--- config.mk ---
export PLATFORM = sky130hd
export DESIGN_NAME = plc_io_scanner
export DESIGN_NICKNAME = d
export VERILOG_FILES = /design/src/rtl/plc_io_scanner.sv
export SDC_FILE = /design/constraint.sdc
export NUM_CORES = 1
export LEC_CHECK = 0
export BUFFER_PORTS_ARGS = -buffer_cell sky130_fd_sc_hd__buf_2
export CAP_MARGIN = 20
export CORE_MARGIN = 5
export CORE_UTILIZATION = 52
export DETAILED_ROUTE_END_ITERATION = 16
export PLACE_DENSITY = 0.86
export SYNTH_ARGS = -nofsm -noshare
export SYNTH_HDL_FRONTEND = slang
export SYNTH_SLANG_ARGS = --single-unit
--- constraint.sdc ---
create_clock -name clk -period 2.7 [get_ports clk]
set_clock_uncertainty 0.05 [all_clocks]
set_input_delay 0.54 -clock clk [delete_from_list [all_inputs] [get_ports clk]]
set_output_delay 0.54 -clock clk [all_outputs]
set_load 0.02 [all_outputs]
--- src/rtl/plc_io_scanner.sv ---
// plc_io_scanner: scans a bank of digital_io channels one at a time, driving
// snapshotted output/direction values and debouncing sampled pin values into
// a stable input process image.
module plc_io_scanner #(
    parameter int unsigned N_CH    = 8,
    parameter int unsigned SETTLE  = 2,
    parameter int unsigned DEB_CNT = 3
) (
    input  logic            clk,
    input  logic            rst_n,
    input  logic            scan_req,
    input  logic            auto_en,
    input  logic [N_CH-1:0] dir_cfg,
    input  logic [N_CH-1:0] out_img,
    output logic [N_CH-1:0] in_img,
    output logic            busy,
    output logic            scan_done,
    output logic [15:0]     scan_count,
    output logic [N_CH-1:0] ch_en,
    output logic [N_CH-1:0] ch_dir,
    output logic [N_CH-1:0] ch_data_in,
    input  logic [N_CH-1:0] ch_data_out
);

    localparam int unsigned IDX_W = (N_CH > 1) ? $clog2(N_CH) : 1;
    localparam int unsigned SET_W = (SETTLE > 1) ? $clog2(SETTLE) : 1;
    localparam int unsigned CNT_W = 4;

    typedef enum logic [2:0] {
        IDLE   = 3'd0,
        LATCH  = 3'd1,
        SELECT = 3'd2,
        NEXT   = 3'd3,
        DONE   = 3'd4
    } state_t;

    state_t state_q, state_d;

    logic [IDX_W-1:0] idx_q, idx_d;
    logic [SET_W-1:0] settle_q, settle_d;
    logic [N_CH-1:0]  dir_sh_q, dir_sh_d;
    logic [N_CH-1:0]  out_sh_q, out_sh_d;
    logic [CNT_W-1:0] cnt_q [N_CH];
    logic [CNT_W-1:0] cnt_d [N_CH];

    logic [N_CH-1:0]  in_img_q, in_img_d;
    logic             busy_q, busy_d;
    logic             scan_done_q, scan_done_d;
    logic [15:0]      scan_count_q, scan_count_d;
    logic [N_CH-1:0]  ch_en_q, ch_en_d;
    logic [N_CH-1:0]  ch_dir_q, ch_dir_d;
    logic [N_CH-1:0]  ch_data_in_q, ch_data_in_d;

    logic             last_settle_c;
    logic             last_ch_c;
    logic             sample_c;

    assign last_settle_c = (settle_q == SET_W'(SETTLE - 1));
    assign last_ch_c     = (idx_q == IDX_W'(N_CH - 1));
    assign sample_c      = ch_data_out[idx_q];

    // State register; reset aborts any scan in progress.
    always_ff @(posedge clk or negedge rst_n) begin
        if (!rst_n) begin
            state_q <= IDLE;
        end else begin
            state_q <= state_d;
        end
    end

    // Next-state: idle -> latch -> (select, next) per channel -> done.
    always_comb begin
        state_d = state_q;
        case (state_q)
            IDLE:    if (scan_req || auto_en) state_d = LATCH;
            LATCH:   state_d = SELECT;
            SELECT:  if (last_settle_c) state_d = NEXT;
            NEXT:    state_d = last_ch_c ? DONE : SELECT;
            DONE:    state_d = IDLE;
            default: state_d = IDLE;
        endcase
    end

    // Datapath and output next values; outputs track the state being entered.
    always_comb begin
        idx_d        = idx_q;
        settle_d     = '0;
        dir_sh_d     = dir_sh_q;
        out_sh_d     = out_sh_q;
        cnt_d        = cnt_q;
        in_img_d     = in_img_q;
        scan_count_d = scan_count_q;
        ch_dir_d     = ch_dir_q;
        ch_data_in_d = ch_data_in_q;

        case (state_q)
            LATCH: begin
                dir_sh_d = dir_cfg;
                out_sh_d = out_img;
                idx_d    = '0;
            end
            SELECT: begin
                if (!last_settle_c) begin
                    settle_d = settle_q + SET_W'(1);
                end else if (dir_sh_q[idx_q]) begin
                    // Output channels reflect the driven value back into the image.
                    in_img_d[idx_q] = out_sh_q[idx_q];
                    cnt_d[idx_q]    = '0;
                end else if (sample_c == in_img_q[idx_q]) begin
                    cnt_d[idx_q] = '0;
                end else if ((cnt_q[idx_q] + CNT_W'(1)) == CNT_W'(DEB_CNT)) begin
                    in_img_d[idx_q] = sample_c;
                    cnt_d[idx_q]    = '0;
                end else begin
                    cnt_d[idx_q] = cnt_q[idx_q] + CNT_W'(1);
                end
            end
            NEXT: begin
                if (!last_ch_c) idx_d = idx_q + IDX_W'(1);
            end
            DONE: begin
                scan_count_d = scan_count_q + 16'd1;
            end
            default: ;
        endcase

        // Channel drive bits update only when a channel is first selected.
        if ((state_q != SELECT) && (state_d == SELECT)) begin
            ch_dir_d[idx_d]     = dir_sh_d[idx_d];
            ch_data_in_d[idx_d] = out_sh_d[idx_d];
        end

        ch_en_d     = (state_d == SELECT) ? (N_CH'(1) << idx_d) : '0;
        busy_d      = (state_d != IDLE);
        scan_done_d = (state_d == DONE);
    end

    // Datapath and output registers; all cleared to the safe input state on reset.
    always_ff @(posedge clk or negedge rst_n) begin
        if (!rst_n) begin
            idx_q        <= '0;
            settle_q     <= '0;
            dir_sh_q     <= '0;
            out_sh_q     <= '0;
            cnt_q        <= '{default: '0};
            in_img_q     <= '0;
            busy_q       <= 1'b0;
            scan_done_q  <= 1'b0;
            scan_count_q <= '0;
            ch_en_q      <= '0;
            ch_dir_q     <= '0;
            ch_data_in_q <= '0;
        end else begin
            idx_q        <= idx_d;
            settle_q     <= settle_d;
            dir_sh_q     <= dir_sh_d;
            out_sh_q     <= out_sh_d;
            cnt_q        <= cnt_d;
            in_img_q     <= in_img_d;
            busy_q       <= busy_d;
            scan_done_q  <= scan_done_d;
            scan_count_q <= scan_count_d;
            ch_en_q      <= ch_en_d;
            ch_dir_q     <= ch_dir_d;
            ch_data_in_q <= ch_data_in_d;
        end
    end

    assign in_img     = in_img_q;
    assign busy       = busy_q;
    assign scan_done  = scan_done_q;
    assign scan_count = scan_count_q;
    assign ch_en      = ch_en_q;
    assign ch_dir     = ch_dir_q;
    assign ch_data_in = ch_data_in_q;

endmodule

# Word level (Yosys, flattened, before mapping)
# Cells that the tools add are included.
dict set report word_totals {
  reg_bits 105
  latch_bits 0
  mem_bits_rw 0
  n_memories 0
  rom_bits 0
}
dict set report op_classes {
  order_cmp 6
  n_reduce_logical 10
  bitwise_logic 3
  addsub 4
  n_shift 1
  multipliers 0
  muxes 43
  div 0
  n_eq_ne 11
}
# cell count
set op_table {}
lappend op_table {{$mux W32} 3}
lappend op_table {{$mux W8} 6}
lappend op_table {{$and A32 B32 Y32} 1}
lappend op_table {{$bwmux W32} 1}
lappend op_table {{$bwmux W8} 4}
lappend op_table {{$not A32 Y32} 1}
lappend op_table {{$bmux W1 S3} 6}
lappend op_table {{$add A16 B1 Y16 const B} 1}
lappend op_table {{$bmux W4 S3} 1}
lappend op_table {{$demux W4 S3} 1}
lappend op_table {{$mux W3} 4}
lappend op_table {{$mux W4} 3}
lappend op_table {{$pmux W3 S4} 1}
lappend op_table {{$mux W1} 10}
lappend op_table {{$eq A3 B2 Y1 const B} 3}
lappend op_table {{$eq A3 B3 Y1 const B} 3}
lappend op_table {{$lt A3 B4 Y1 const B} 2}
lappend op_table {{$shl A1 B3 Y8 const A} 1}
lappend op_table {{$demux W1 S3} 2}
lappend op_table {{$ge A3 B1 Y1 const B} 2}
lappend op_table {{$pmux W3 S2} 1}
lappend op_table {{$add A4 B1 Y4 const B} 1}
lappend op_table {{$eq A4 B2 Y1 const B} 1}
lappend op_table {{$ge A4 B4 Y1 const B} 1}
lappend op_table {{other kinds (15)} 18}

# Logic depth before layout (Yosys ltp)
dict set report depth {
  ltp_word 10
  mapped_depth 11
}

# Least setup slack after synthesis
# OpenSTA, ideal clock, no wires.
dict set report synth_path {
  kind {reg2reg}
  from {register idx_q[0]}
  to {register cnt_q[16] in the netlist's numbering}
  slack_ps -210
  n_path_buf 1
  setup_ps 125
  t_required_ps 2525
  arrival_ps 2735
  stages_incl_launch_ff 10
  path_cell_list {dfrtp_1 > buf_6 > mux4_1 > mux2i_4 > inv_2 > ha_1 > or4_4 > a21boi_4 > nor3_4 > mux2_2}
}
dict set report synth_via {
  elab_chain_len 10
}
# element line
set synth_lines {}
lappend synth_lines {{from (decl)} 39} ;# logic [IDX_W-1:0] idx_q, idx_d;
lappend synth_lines {{from (signal assigned)} 154} ;# idx_q <= idx_d;
lappend synth_lines {{parallel branches: the longest is 9 deep, another holds $add A4 B1 Y4} -}
lappend synth_lines {{$mux W32 *} 105} ;# end else if (dir_sh_q[idx_q]) begin
lappend synth_lines {{to (signal assigned)} 158} ;# cnt_q <= cnt_d;
lappend synth_lines {{to (decl)} 43} ;# logic [CNT_W-1:0] cnt_q [N_CH];
# Mark *: on every way between the ends. The select of a mux whose other input is x is not followed.
# A chain may end at the register's enable or synchronous reset.

# Final worst setup path
dict set report layout_path {
  from {register idx_q[0]}
  to {register cnt_q[20] in the netlist's numbering}
}
# The elaborated chain is that of the path after synthesis.

==> impl_results.md <==
* Outcome: finished, violations left
* Failing checks: setup timing
* Synth Cell Area at between 5000 and 6000 µm²
* Hold Vio Cnt, Final at 0
* H-tree Lvls at 3
* Max Cap Violations at 0
* Maximum buffer depth of the clock tree at 2
* Area growth, synth to finish at 20.6%
* Post-route worst hold slack at between 0.01 and 0.015 ns
* Total Die Area at roughly 12000 µm²
* Starting density of the core at 53.4%
* Share of cells above drive strength 1 at between 30% and 40%
* Violation count after the first detailed-routing iteration at around 230
* Highest cell delay on the worst timing path at ~0.53 ns
* Row count at 36
* Wire length of the first global-routing pass at ~20 mm
* Leading cell type in the layout, fill and taps excluded: sky130_fd_sc_hd__dfrtp_1
* Endpoints failing setup at 24
* Pre-Repair DR Iteration Count at 5
* Synth Register Bits at roughly 110
* Endpoint required time on the critical path at 2.91 ns
* Via density at ~5.7
* Least setup slack across all paths after layout at -0.0960 ns
* Sequential-to-total area share from yosys stat at a little over 50%
* Power Density at around 1200 nW/µm²
* Die Ht at approximately 110 µm
* Fin crit share at 104%
* Worst setup path class: register to register
* Most used cell, CP: sky130_fd_sc_hd__mux2_4
* Cell type with the largest total area after synthesis: sky130_fd_sc_hd__dfrtp_1
* Placed Instances at between 600 and 700
* Most frequent cells in the layout: sky130_fd_sc_hd__dfrtp_1 (103), sky130_fd_sc_hd__buf_2 (76), sky130_fd_sc_hd__mux2_2 (41), sky130_fd_sc_hd__nand2_1 (38), sky130_fd_sc_hd__buf_4 (36)
* Most used flip-flop cell after synthesis: sky130_fd_sc_hd__dfrtp_1
* Number of enable-type register cells in the synthesized netlist at 0
* Post-layout instance count excluding filler cells at 689
* Area contributors post-synth: sky130_fd_sc_hd__dfrtp_1 (50%), sky130_fd_sc_hd__mux2_2 (9.7%), sky130_fd_sc_hd__mux2i_1 (4.0%), sky130_fd_sc_hd__xnor2_1 (2.9%), sky130_fd_sc_hd__nand2_1 (2.7%)
* Crit path buf inv count at 1
* Setup TNS after final layout at -1.43 ns
* Dominant delay contributor by cell family on the critical path: multiplexers
* Arrival time at the worst endpoint at between 3 and 4 ns
* Nets at between 500 and 600
* Antenna violations before repair at 0
* Routed Antenna Nets at 0
* Capture instance of the worst register-to-register path: cnt_q[20]
* Setup repair after global routing missed its margin: true
* RePlAce Congestion at between 0.8 and 0.9
* Number of library cell types mapped by synthesis at 60
* Maximum vdd ir drop at between 0.7 and 0.8 mV
* Fraction of synthesized cell area taken by the top area cell type at ~50%
* Synth async-reset ratio at between 90% and 100%
* GRT overflow at 0
* Number of standard cells after synthesis at 442
* Die Width at 110 µm
* Clock root buffer: sky130_fd_sc_hd__clkbuf_8
* Maximum fanout along the worst path at 8
* Worst slew margin at 68.1%
* Critical path's slowest cell: sky130_fd_sc_hd__or4_4
* Worst Hold Class: primary input to async pin
* Type of destination of the critical path: register
* Warnings, synthesis at 0
* Total global-route track usage at a little over a fifth
* Ports at ~80
* Routed via count at 3943
* Num CTS Buffers at 9
* Final Routed Wirelength at about 12 mm
* Count of final max-slew check failures at 0
* Non-Filler Cell Area, Final at 6300 µm²
* Pin count of the biggest net entering global routing at 47
* Core area at between 9000 and 10000 µm²
* Detailed-route DRC error count at 0
* Area after detailed placement at between 5000 and 6000 µm²
* Clock latency reported for the late side of the worst-skew pair at 0.38 ns
* Actual transition at the worst max-transition pin at roughly 0.48 ns
* Number of sinks handled by clock tree synthesis at 105
* Synthesized net count at approximately 470
* Diodes inserted at 0
* Final critical delay including setup and external delays at around 2.8 ns
* Synthesized area divided by synthesized cell count at between 10 and 15 µm²
* DPL Wire Length at ~8.9 mm
* Routed wire length per instance at 17.5 µm
* Count of buffers from port buffering at 77
* TritonCTS clock tree: built
* Final cell utilization of the core at about 64%
* Type of element launching the critical path: register
* Clock slew at reported path FFs at between 0.1 and 0.15 ns
* Number of cells on the worst reg-to-reg path at 8
* Maximum frequency from static timing analysis at about 0.36 GHz
* Static power due to leakage at a little over 3 nW
* Cell Chain, Critical Path: buf_12 > mux4_2 > mux2_4 > ha_4 > or4_4 > a21boi_4 > nor3_4 > mux2_4
* Reg-to-reg startpoint: idx_q[0]
* Setup slack, reg-to-reg at -0.1 ns
* Via count of the first global-routing pass at 4129
[Yosys cell counts (all sizes together), types with 2 or more instances]
cell,n
dfrtp,105
mux2,46
nand2,38
nor2,28
mux2i,22
o31ai,17
xnor2,17
nand3,16
inv,15
buf,11
a21oi,9
mux4,9
o21bai,9
and3,8
clkbuf,8
nor3,8
o2bb2ai,8
o21ai,7
nand4,5
ha,4
nand3b,4
xor2,4
a211oi,3
and2,3
nand2b,3
nor2b,3
o211a,3
o211ai,3
o22ai,3
a21o,2
a22oi,2
a31oi,2
nor4,2
or2,2
[per-layer routing]
layer  wire length, µm  GRT usage, %
met5                 0             0
met4               320          7.56
met3               765          4.89
met2              5970          36.5
met1              4980          26.6
[where the power goes]
group          switching, mW  internal, mW
sequential             0.367          2.14
clock                  0.590         0.456
combinational           2.41          1.90
total                   3.37          4.49
[state kept, by name, summed over array words and instances, names as in the netlist, 3 cells and up]
register,flops
ch_data_in,8
ch_dir,8
ch_en,8
cnt_q,32
dir_sh_q,8
idx_q,3
in_img,8
out_sh_q,8
scan_count,16
state_q,3
[how the worst max path moves through the flow]
stage | slack, ns | from | cells past startpoint | to
2_1_floorplan | -0.05 | idx_q[0] | 8 | cnt_q[16]
3_3_place_gp | -0.14 | idx_q[0] | 9 | ch_data_in[5]
3_5_place_dp | -0.21 | idx_q[0] | 9 | cnt_q[28]
4_1_cts | -0.13 | idx_q[0] | 8 | cnt_q[20]
5_1_grt | -0.17 | idx_q[0] | 9 | cnt_q[0]
6_report | -0.1 | idx_q[0] | 8 | cnt_q[20]
[worst register-to-register path: cells and delay by family (launching register included)]
family / cells / cell delay (ns)
multiplexers: 3 / 1.06
AND/OR/NAND/NOR: 2 / 0.62
flip-flops: 1 / 0.45
AO/OA/AOI/OAI: 1 / 0.22
adder cells (fa/ha/maj): 1 / 0.16
buffers and inverters: 1 / 0.13
[area by class of cell]
class	instances	area, µm²
timing repair buffer	117	733
inverter	15	56.3
fill	756	3480
multi-input combinational	303	2490
sequential	105	2630
clock inverter	7	92.6
clock buffer	9	124
tap	133	166
[per-stage QoR]
stage                     total power [mW]  setup slack [ns]
final                                 7.86           -0.0960
after global routing                  8.36            -0.171
after CTS                             7.78            -0.133
after detailed placement              6.64            -0.214
after global placement                6.47            -0.139
after floorplan                       5.25           -0.0521
[cell families after synthesis]
kind of cell / Yosys count / synth area share (%)
mux: 77 / 18.6
buf+inv: 34 / 2.88
flops: 105 / 50.3
fa+ha+maj: 4 / 0.959
simple gates: 126 / 12.5
compound gates: 75 / 11.2
xor+xnor: 21 / 3.52
[repair_timing]
item / in CTS / in global routing
setup buffers: 2 / 1
hold endpoints to repair: 0 / 0
gates resized for setup: 8 / 8
setup endpoints to repair: 46 / 48
pin swaps: 2 / 3
hold buffers: 0 / 0
Power figures use the tool's default switching activity.
